<file path="config.mk">
export PLATFORM = sky130hd
export DESIGN_NAME = vga_sprite_engine
export DESIGN_NICKNAME = d
export VERILOG_FILES = /design/src/rtl/vga_sprite_engine.sv
export SDC_FILE = /design/constraint.sdc
export NUM_CORES = 1
export LEC_CHECK = 0
export BUFFER_PORTS_ARGS = -buffer_cell sky130_fd_sc_hd__buf_2
export CORE_UTILIZATION = 55
export CTS_BUF_LIST = sky130_fd_sc_hd__clkbuf_2 sky130_fd_sc_hd__clkbuf_4 sky130_fd_sc_hd__clkbuf_8
export DETAILED_ROUTE_END_ITERATION = 6
export PLACE_DENSITY_LB_ADDON = 0.15
export SYNTH_ARGS = -nofsm -noshare
export SYNTH_HDL_FRONTEND = slang
export SYNTH_SLANG_ARGS = --single-unit
</file>
<file path="constraint.sdc">
create_clock -name clk -period 24.8 [get_ports clk]
set_input_delay 0 -clock clk [delete_from_list [all_inputs] [get_ports clk]]
set_output_delay 0 -clock clk [all_outputs]
set_load 0.02 [all_outputs]
</file>
<file path="src/rtl/vga_sprite_engine.sv">
// rtl/vga_sprite_engine.sv - multi-channel sprite overlay engine with colour-key transparency
//
// Purpose: overlays up to NSPR fixed-size sprites onto a VGA raster. Software
// programs shadow registers over a write-only Avalon-MM port. The shadow
// registers are copied to the active set once per frame, at hcount==0,
// vcount==480. The pixel path is stage 0 (hit test + ROM address), then
// ROM_LAT ROM cycles, then a registered compose stage.
//
// Ports:
//   clk, reset                      clock; asynchronous active-high reset
//   chipselect, write, address,     register write port (no read path)
//   writedata
//   hcount, vcount, blank_n         raster position from the timing generator
//                                   (pixel column = hcount[10:1])
//   rom_addr                        per-channel sprite ROM addresses, channel i at slice i
//   rom_data                        per-channel RGB565 ROM words, channel i at slice i
//   vga_r, vga_g, vga_b             composed colour, ROM_LAT+2 cycles after the raster inputs
//   blank_n_out                     blank_n delayed to line up with vga_r/g/b
module vga_sprite_engine #(
  parameter int          NSPR    = 4,
  parameter int          SPR_W   = 32,
  parameter int          SPR_H   = 32,
  parameter int          ROM_LAT = 1,
  parameter logic [15:0] KEY     = 16'hF81F
) (
  input  logic                                   clk,
  input  logic                                   reset,
  input  logic                                   chipselect,
  input  logic                                   write,
  input  logic [8:0]                             address,
  input  logic [31:0]                            writedata,
  input  logic [10:0]                            hcount,
  input  logic [9:0]                             vcount,
  input  logic                                   blank_n,
  output logic [NSPR*$clog2(SPR_W*SPR_H)-1:0]    rom_addr,
  input  logic [NSPR*16-1:0]                     rom_data,
  output logic [7:0]                             vga_r,
  output logic [7:0]                             vga_g,
  output logic [7:0]                             vga_b,
  output logic                                   blank_n_out
);

  localparam int AW = $clog2(SPR_W*SPR_H);
  localparam int CB = $clog2(SPR_W);
  localparam int RB = $clog2(SPR_H);

  // Shadow (software-visible) and active (raster-visible) register sets
  logic [10:0] sh_x  [NSPR];
  logic [9:0]  sh_y  [NSPR];
  logic        sh_en [NSPR];
  logic        sh_hf [NSPR];
  logic [10:0] act_x [NSPR];
  logic [9:0]  act_y [NSPR];
  logic        act_en[NSPR];
  logic        act_hf[NSPR];
  logic [23:0] sh_bg;
  logic [23:0] act_bg;

  logic wr_en;
  logic commit;

  assign wr_en  = chipselect & write;
  assign commit = (hcount == 11'd0) && (vcount == 10'd480);

  // The commit copies the pre-write shadow values, so a write landing on the
  // commit cycle only becomes active at the following frame's commit.
  always_ff @(posedge clk or posedge reset) begin
    if (reset) begin
      for (int i = 0; i < NSPR; i++) begin
        sh_x[i]   <= '0;
        sh_y[i]   <= '0;
        sh_en[i]  <= 1'b0;
        sh_hf[i]  <= 1'b0;
        act_x[i]  <= '0;
        act_y[i]  <= '0;
        act_en[i] <= 1'b0;
        act_hf[i] <= 1'b0;
      end
      sh_bg  <= 24'hFFFFFF;
      act_bg <= 24'hFFFFFF;
    end else begin
      if (commit) begin
        for (int i = 0; i < NSPR; i++) begin
          act_x[i]  <= sh_x[i];
          act_y[i]  <= sh_y[i];
          act_en[i] <= sh_en[i];
          act_hf[i] <= sh_hf[i];
        end
        act_bg <= sh_bg;
      end
      if (wr_en) begin
        for (int i = 0; i < NSPR; i++) begin
          if (address == 9'(4*i))   sh_x[i] <= writedata[10:0];
          if (address == 9'(4*i+1)) sh_y[i] <= writedata[9:0];
          if (address == 9'(4*i+2)) begin
            sh_en[i] <= writedata[0];
            sh_hf[i] <= writedata[1];
          end
        end
        if (address == 9'(4*NSPR)) sh_bg <= writedata[23:0];
      end
    end
  end

  // Stage 0: hit test at 12 bits so x+SPR_W never wraps back onto column 0
  logic [11:0]     px12;
  logic [11:0]     ln12;
  logic            on_screen;
  logic [NSPR-1:0] hit_c;
  logic [AW-1:0]   addr_c[NSPR];
  logic [AW-1:0]   addr_q[NSPR];
  logic [15:0]     spr_d [NSPR];

  assign px12      = {2'b00, hcount[10:1]};
  assign ln12      = {2'b00, vcount};
  assign on_screen = (px12 < 12'd640) && (ln12 < 12'd480);

  for (genvar g = 0; g < NSPR; g++) begin : g_ch
    logic [11:0]   x12;
    logic [11:0]   y12;
    logic [CB-1:0] col_raw;
    logic [CB-1:0] col;
    logic [RB-1:0] row;

    assign x12      = {1'b0, act_x[g]};
    assign y12      = {2'b00, act_y[g]};
    assign hit_c[g] = act_en[g] && on_screen &&
                      (px12 >= x12) && (px12 < x12 + 12'(SPR_W)) &&
                      (ln12 >= y12) && (ln12 < y12 + 12'(SPR_H));
    assign col_raw  = CB'(px12 - x12);
    // SPR_W is a power of two, so SPR_W-1-c is the bitwise complement of c
    assign col      = act_hf[g] ? ~col_raw : col_raw;
    assign row      = RB'(ln12 - y12);
    assign addr_c[g] = hit_c[g] ? {row, col} : '0;

    assign rom_addr[g*AW +: AW] = addr_q[g];
    assign spr_d[g]             = rom_data[g*16 +: 16];
  end

  // Index 0 is the stage-0 register; index ROM_LAT lines up with rom_data.
  // Background rides along so a commit cannot recolour pixels already in flight.
  logic [NSPR-1:0] hit_p  [ROM_LAT+1];
  logic            blank_p[ROM_LAT+1];
  logic [23:0]     bg_p   [ROM_LAT+1];

  always_ff @(posedge clk or posedge reset) begin
    if (reset) begin
      for (int i = 0; i < NSPR; i++) addr_q[i] <= '0;
      for (int k = 0; k <= ROM_LAT; k++) begin
        hit_p[k]   <= '0;
        blank_p[k] <= 1'b0;
        bg_p[k]    <= '0;
      end
    end else begin
      for (int i = 0; i < NSPR; i++) addr_q[i] <= addr_c[i];
      hit_p[0]   <= hit_c;
      blank_p[0] <= blank_n;
      bg_p[0]    <= act_bg;
      for (int k = 1; k <= ROM_LAT; k++) begin
        hit_p[k]   <= hit_p[k-1];
        blank_p[k] <= blank_p[k-1];
        bg_p[k]    <= bg_p[k-1];
      end
    end
  end

  // Compose: scanning downwards lets the lowest-index opaque channel win
  logic [23:0] pix_c;

  always_comb begin
    pix_c = bg_p[ROM_LAT];
    for (int i = NSPR-1; i >= 0; i--) begin
      if (hit_p[ROM_LAT][i] && (spr_d[i] != KEY)) begin
        pix_c = {spr_d[i][15:11], 3'b000, spr_d[i][10:5], 2'b00, spr_d[i][4:0], 3'b000};
      end
    end
  end

  always_ff @(posedge clk or posedge reset) begin
    if (reset) begin
      vga_r       <= '0;
      vga_g       <= '0;
      vga_b       <= '0;
      blank_n_out <= 1'b0;
    end else begin
      vga_r       <= blank_p[ROM_LAT] ? pix_c[23:16] : 8'd0;
      vga_g       <= blank_p[ROM_LAT] ? pix_c[15:8]  : 8'd0;
      vga_b       <= blank_p[ROM_LAT] ? pix_c[7:0]   : 8'd0;
      blank_n_out <= blank_p[ROM_LAT];
    end
  end

  logic unused_bits;
  assign unused_bits = &{1'b0, hcount[0], writedata[31:24]};

endmodule

</file>
# Word-level counts from Yosys, hierarchy flattened
# Cells that the tools add are included.
# op_classes
n_mux,15
reduce_logical,41
add_sub_neg,16
mul,0
n_shift,0
n_eq_ne,17
div_mod_pow,0
n_bitwise,5
order_cmp,18
# ops
operator,count
$mux W24,4
$ne A16 B16 Y1 const B,4
$eq A9 B4 Y1 const B,6
$add A11 B6 Y12 const B,4
$lt A10 B12 Y1,4
$add A10 B6 Y11 const B,4
$ge A10 B11 Y1,4
$lt A10 B11 Y1,4
$ge A10 B10 Y1,4
$mux W10,4
$sub A5 B5 Y5,8
$eq A9 B3 Y1 const B,3
$logic_and A1 B1 Y1,26
$reduce_and A2 Y1,13
$mux W8,3
$mux W5,4
$not A5 Y5,4
$logic_not A11 Y1,1
$eq A10 B9 Y1 const B,1
$lt A10 B10 Y1 const B,1
$lt A10 B9 Y1 const B,1
$eq A9 B1 Y1 const B,1
$eq A9 B2 Y1 const B,1
$eq A9 B5 Y1 const B,1
2 further kinds,2
# totals
ff_bits,355
word_cells,160
ram_bits,0
rom_bits,0
output_inout_bits,65
latch_bits,0
memories,0
inputBits,131

# Logic depth before layout (Yosys ltp)
# Gate-level depths: netlist of run 1.
# depth
depth_word,8
depth_mapped,11
ltp_nobuf,10

# Worst setup path after synthesis of run 1
# OpenSTA, ideal clock, no wires.
# synth_timing
kind,flip-flop to flip-flop
start,reg act_x[0] in the netlist's numbering
end,"reg addr_q, in the netlist rom_addr[33]"
n_path_buf,1
t_required_ns,24.699
slack_ns,22.450
t_arrival_ns,2.249
setup_time_ns,0.101
period_less_slack_ns,2.350
path_stages_with_launch,11
path_cell_list,dfrtp_1 -> ha_1 -> inv_1 -> fa_1 -> a21o_1 -> a21oi_1 -> nor4_1 -> a2111oi_0 -> o2bb2ai_1 -> clkbuf_1 -> nor4_1
# synth_lines
item,line_no,rtl
"start, declared",52,logic [10:0] act_x [NSPR];
"start signal, assigned by index",84,act_x[i] <= sh_x[i];
"end, declared",111,logic [AW-1:0] addr_q[NSPR];

==> run metrics, run 1 <==
die area=approximately 32000 um2; VDD IR-drop max=about 0.046 mV; Buf/Inv on CP=1; Vias/cell=approximately 5.6; max-slew violation count=0; Simple-Gate Fraction of Synth Area=10.3%; Root Driver=clkbuf_8; core area=30700 um2; clock sinks=~360; main combinational cell family by area after synthesis=multiplexers; Die Ht=~180 um; cts repair resizes=0; antenna violations before repair=2; most common library cell in the layout ignoring fill and taps=dfrtp_1; HP Class=in2reg; flops & latches, synth=approximately 360; non-filler cells, final=2202; CTS Buffer Depth=3; GP Congestion=around 0.88; XOR/XNOR share of the synthesized area=3.31%; Placed Cells=2029; GRT Overall Usage=26.5%; crit-path cells=ha_1 > inv_1 > fa_1 > a21o_1 > a2111oi_0 > o21ai_0 > o311ai_0 > a221o_1 > and4b_1; post-synthesis adder-cell area fraction=a little over 10%; Pleak=10.7 nW; Iter 0 DRT Violations=750; Worst EP arrival=~3600 ps; RSZ-0062 raised after global routing=false; Post-synth EDFFs=0; TritonCTS Buffers=58; TritonRoute pass-1 iters=7; power per cell area=around 60 nW/um2; post-CTS setup buffers=0; CP max stage cell=a2111oi_0; CP required=between 20000 and 30000 ps; DIE WIDTH=~180 um; Synth cell types=62; Relative slew margins=about a fifth; vias in the first global route=around 12000; final setup TNS=0 ps; GR Overflow Total=0; # IOs=about 200; Syn Inst Count=approximately 1500; Final Net Count=2025; Critical Path Sink Type=register; largest net degree at the start of global routing=151; Primary FF master, synth=dfrtp_1; Syn Nets=1755; crit start category=register; clock transition at the registers of the reported paths=60 ps; Clk Latency, worst-skew pair=around 600 ps; minimum clock period=just over 3000 ps; antenna fix cells=0; endpoints failing setup=0; port buffer count=187; post-DP HPWL=28.2 mm; # H-tree levels=2; delay-heaviest family, CP=compound AO/OA/AOI/OAI gates; commonest cells after routing, fill and taps aside=307 x dfrtp_1, 187 x buf_2, 143 x mux2_2; drc violations=0; clk_skew=approximately 26 ps; largest stage delay on the critical path=between 600 and 700 ps; worst-margin pin slew=between 1000 and 1500 ps; # rows=64; final wirelength=roughly 42 mm; Final Cycle Share=around an eighth; share of layout cells above drive strength 1=about 28%; critical path peak fanout=11; Vias=roughly 12000; Seq/Total Area, Yosys=between 50% and 60%; compound-cell area share of the yosys netlist=9.25%; Avg Synthesized Cell Area=11.6 um2; mux cell area share after synthesis=11.5%; synthesized area=17200 um2; Hold Fails Final Rpt=0; first-pass GRT wire length=around 64 mm; Hold-fix buffers, CTS=65; outcome=complete, no violations; drt wl/cell=18.9 um; Initial Util=56.1%; post-route ant nets=0; asr flop ratio synth=100%; FMAX=approximately 320 MHz; CTS tree=built; synth warn=0; total of max-cap violations=0; Crit Path Class=reg2reg; P&R area growth vs syn=19.4%
## stage by stage
step	power, mW	area (um2)	util, %	worst slack (ps)	hold WS, ps
after CTS	1.25	20500	67.0	21690	22.5
after detailed placement	0.667	18500	60.4	21600	116
after floorplan	0.632	17200	-	15030	31.4
after global placement	0.665	18500	60.4	21640	124
after global routing	1.28	20500	67.0	21470	59.9
final	1.23	20500	67.0	21710	56.2
## kinds of logic after synthesis
| logic type | count (synthesis) |
|---|---|
| DFF | 355 |
| and+or+nand+nor | 350 |
| AOI/OAI and AO/OA | 248 |
| muxes | 177 |
| buffers and inverters | 157 |
| adders and majority gates | 136 |
| xor gates and xnor gates | 65 |
## tightest hold or removal path, cell delays in order
cell and delay [ps]:
buf_2 200, ha_1 220, xor2_1 100, nor2_1 80
## path summary, 6_finish.rpt
| kind | startpoint | endpoint | slack [ps] | cells past startpoint |
|---|---|---|---|---|
| max reg2reg | act_y[10] | rom_addr[28] | 21710 | 9 |
| min reg2reg | bg_p[29] | bg_p[5] | 350 | 0 |
| max in group asynchronous | reset | rom_addr[20] | 22620 | 5 |
| min | vcount[4] | rom_addr[29] | 60 | 4 |
| min in group asynchronous | reset | vga_b[4] | 150 | 3 |
| max | act_y[10] | rom_addr[28] | 21710 | 9 |
## Yosys cell counts, types with 4 or more instances
cell type	count	share of area (%)
o22ai_1	6	0.22
o21bai_1	5	0.22
nor2_1	47	1.0
nor3_1	47	1.4
nor3b_1	5	0.22
a21o_1	23	1.0
and2_1	10	0.36
nand3_1	38	1.1
nand2b_1	5	0.18
dfrtp_1	307	45
xnor2_1	49	2.5
o311ai_0	4	0.20
and3_1	4	0.15
nand4_1	15	0.55
clkbuf_1	46	1.0
o21a_1	6	0.26
xor2_1	16	0.81
ha_1	128	9.3
dfstp_2	48	7.3
nor4_1	21	0.76
a22o_1	11	0.56
fa_1	8	0.93
nor2b_1	12	0.44
a2111oi_0	6	0.31
mux2_1	18	1.2
o2111ai_1	4	0.20
nand2_1	118	2.6
a21oi_1	54	1.6
o21ai_0	96	2.8
nand4b_1	8	0.41
o211ai_1	11	0.48
inv_1	106	2.3
mux2_2	143	9.4
mux2i_1	16	0.93
## layout make-up
| type | instances | area [um2] |
|---|---|---|
| clock buffer | 97 | 1220 |
| clock inverter | 11 | 138 |
| fill | 2380 | 10100 |
| inverter | 106 | 405 |
| multi-input combinational | 976 | 7670 |
| sequential | 355 | 8940 |
| tap | 396 | 495 |
| timing repair buffer | 261 | 1670 |
## metal layers
metal  global-route usage, %  vias up  part of all wire, %
met5                       0        -                    0
met4                    9.92        0                  3.0
met3                    4.07       87                  5.6
met2                    42.6      381                   47
met1                    36.2     6036                   44
li1                        -     5817                    -
## sequential cells by signal, indices dropped and copies added (netlist names), 24 cells and up
register / cells
sh_y: 40
act_x: 44
sh_bg: 24
act_bg: 24
act_y: 40
sh_x: 44
bg_p: 48
rom_addr: 40
## where the power goes
group          switching, mW  total, mW  internal (mW)
Combinational         0.0479     0.0775         0.0295
Clock                  0.231      0.571          0.340
Sequential           0.00153      0.585          0.583
Total                  0.280       1.23          0.953
Note: power is estimated with default switching activity, not from simulation.
==> inputs of run 2 (changes only) <==
- clock period: 24.8 -> 3.2 ns (I/O delays scaled with it)
==> run metrics, run 2 (synthesis results as in run 1) <==
max reg flops=48 (unchanged); GR Overflow Total=0 (unchanged); total of max-cap violations=0 (unchanged); PnR Total Power=9.35 mW (+660%); drt wl/cell=19.1 um (+1.1%); CTS Buffer Depth=3 (unchanged); non-filler cells, final=2206 (+0.18%); Initial Util=56.1% (unchanged); GRT Overall Usage=26.9% (+0.47 points); antenna violations before repair=3 (+1); clk_skew=33.5 ps (+7.03 ps); drc violations=0 (unchanged); final setup TNS=0 ps (unchanged); Placed Cells=2038 (+0.44%); DIE WIDTH=179 um (unchanged); # IOs=196 (unchanged); Fillers=2396 (+0.67%); first-pass GRT wire length=65.8 mm (+2.7%); Root Driver=clkbuf_8; CTS tree=built; Vias=12441 (+0.97%); crit start category=input port; Crit Path Class=in2reg; RSZ-0062 raised after global routing=false; share of layout cells above drive strength 1=28.0% (+0.10 points); TritonCTS Buffers=57 (-1.7%); vias in the first global route=12194 (+0.15%); clock sinks=355 (unchanged); register area=8940 um2 (unchanged); outcome=complete, no violations; post-CTS setup buffers=0 (unchanged); VDD IR-drop max=0.430 mV (+830%); largest net degree at the start of global routing=101 (-33%); FMAX=between 300 and 400 MHz; critical path peak fanout=8 (-3); biggest regs=bg_p x48, act_x x44, sh_x x44; power per cell area=455 nW/um2 (+660%); Vias/cell=5.64 (+0.79%); Final Cycle Share=between 90 and 100%; final standard cell area without fillers=20600 um2 (+0.13%); placed inst area=18600 um2 (+0.61%); GP Congestion=0.890 (+1.3%); minimum clock period=3060 ps; Hold Slack=39.8 ps (-16.4 ps); Relative slew margins=21.0% (+2.1 points); Die Ht=179 um (unchanged); register bank with the most flops=bg_p; max-slew violation count=0 (unchanged); Iter 0 DRT Violations=749 (-0.13%); CP required=3740 ps (-21540 ps); post-DP HPWL=29.2 mm (+3.5%); port buffer count=187 (unchanged); # H-tree levels=2 (unchanged); post-route ant nets=0 (unchanged); die area=32000 um2 (unchanged); HP Class=in2reg; antenna fix cells=0 (unchanged); # rows=64 (unchanged); endpoints failing setup=0 (unchanged); Worst EP arrival=3600 ps (+30 ps); most common library cell in the layout ignoring fill and taps=dfrtp_1; Final Net Count=2034 (+0.44%); final wirelength=42.2 mm (+1.3%); core area=30700 um2 (unchanged); area of the multi-input gates=7670 um2 (about the same); clock transition at the registers of the reported paths=60 ps (about the same); worst-margin pin slew=1190 ps (-18.5 ps); Pleak=10.7 nW (about the same); commonest cells after routing, fill and taps aside=307 x dfrtp_1, 187 x buf_2, 143 x mux2_2; Clk Latency, worst-skew pair=600 ps (about the same); TritonRoute pass-1 iters=5 (-2); Critical Path Sink Type=register; P&R area growth vs syn=19.5%; Hold Fails Final Rpt=0 (unchanged)
run 2: cell count changes in the layout (fill, tap and decap cells not counted), moves of 2 or more:
cell and change:
buf_12 +4, buf_4 +5, clkbuf_4 +2, clkbuf_8 -9
clkinvlp_4 +2
run 2: metrics by stage:
stage	utilization [%]	setup WS [ps]
2_1_floorplan	-	-1520
3_3_place_gp	60.8	366
3_5_place_dp	60.8	292
4_1_cts	67.0	241
5_1_grt	67.0	40.4
6_report	67.0	140
run 2: layout make-up:
type,instances,share of cell area [%]
Sequential cell,355,43.5
Inverter,106,1.95
Multi-Input combinational cell,976,37.3
Tap cell,396,2.41
Clock inverter,12,0.718
Timing Repair Buffer,271,8.73
Clock buffer,90,5.39
run 2: layer usage:
metal  part of all wire (%)  vias to the layer above  global-route usage, %
met5                  0.031                        -                      0
met4                    2.8                        2                   9.39
met3                    5.1                       79                   3.80
met2                     47                      378                   42.6
met1                     45                     6162                   38.1
li1                       -                     5820                      -
run 2: where the power goes:
group          total, mW  internal, mW  switching (mW)
Clock               4.21          2.44            1.77
Combinational      0.612         0.240           0.372
Sequential          4.53          4.52          0.0125
Total               9.35          7.20            2.16
run 2: worst max-delay path, cell delays in order:
cell and delay [ps]:
dlygate4sd3_1 540, buf_2 130, or4b_1 640, o41ai_4 540, o21ai_0 240, nor2_1 170, a21oi_1 50, dlygate4sd3_1 560
a21oi_1 160, dlygate4sd3_1 570
run 2: worst paths after layout:
kind | from | to | slack [ps] | cells past startpoint
setup / recovery | rom_data[8] | vga_b[3] | 140 | 10
hold / removal | vcount[4] | rom_addr[29] | 40 | 4
setup reg to reg | act_y[10] | rom_addr[21] | 230 | 10
hold reg to reg | bg_p[34] | bg_p[10] | 340 | 0
max in group asynchronous | reset | act_bg[17] | 2030 | 4
min in group asynchronous | reset | vga_r[4] | 150 | 3
run 2: repair_timing:
action / 4_1_cts / 5_1_grt
gates resized for setup: 0 / 1
endpoints found under the setup margin: 0 / 2
endpoints found under the hold margin: 148 / 0
hold buffers: 66 / 0
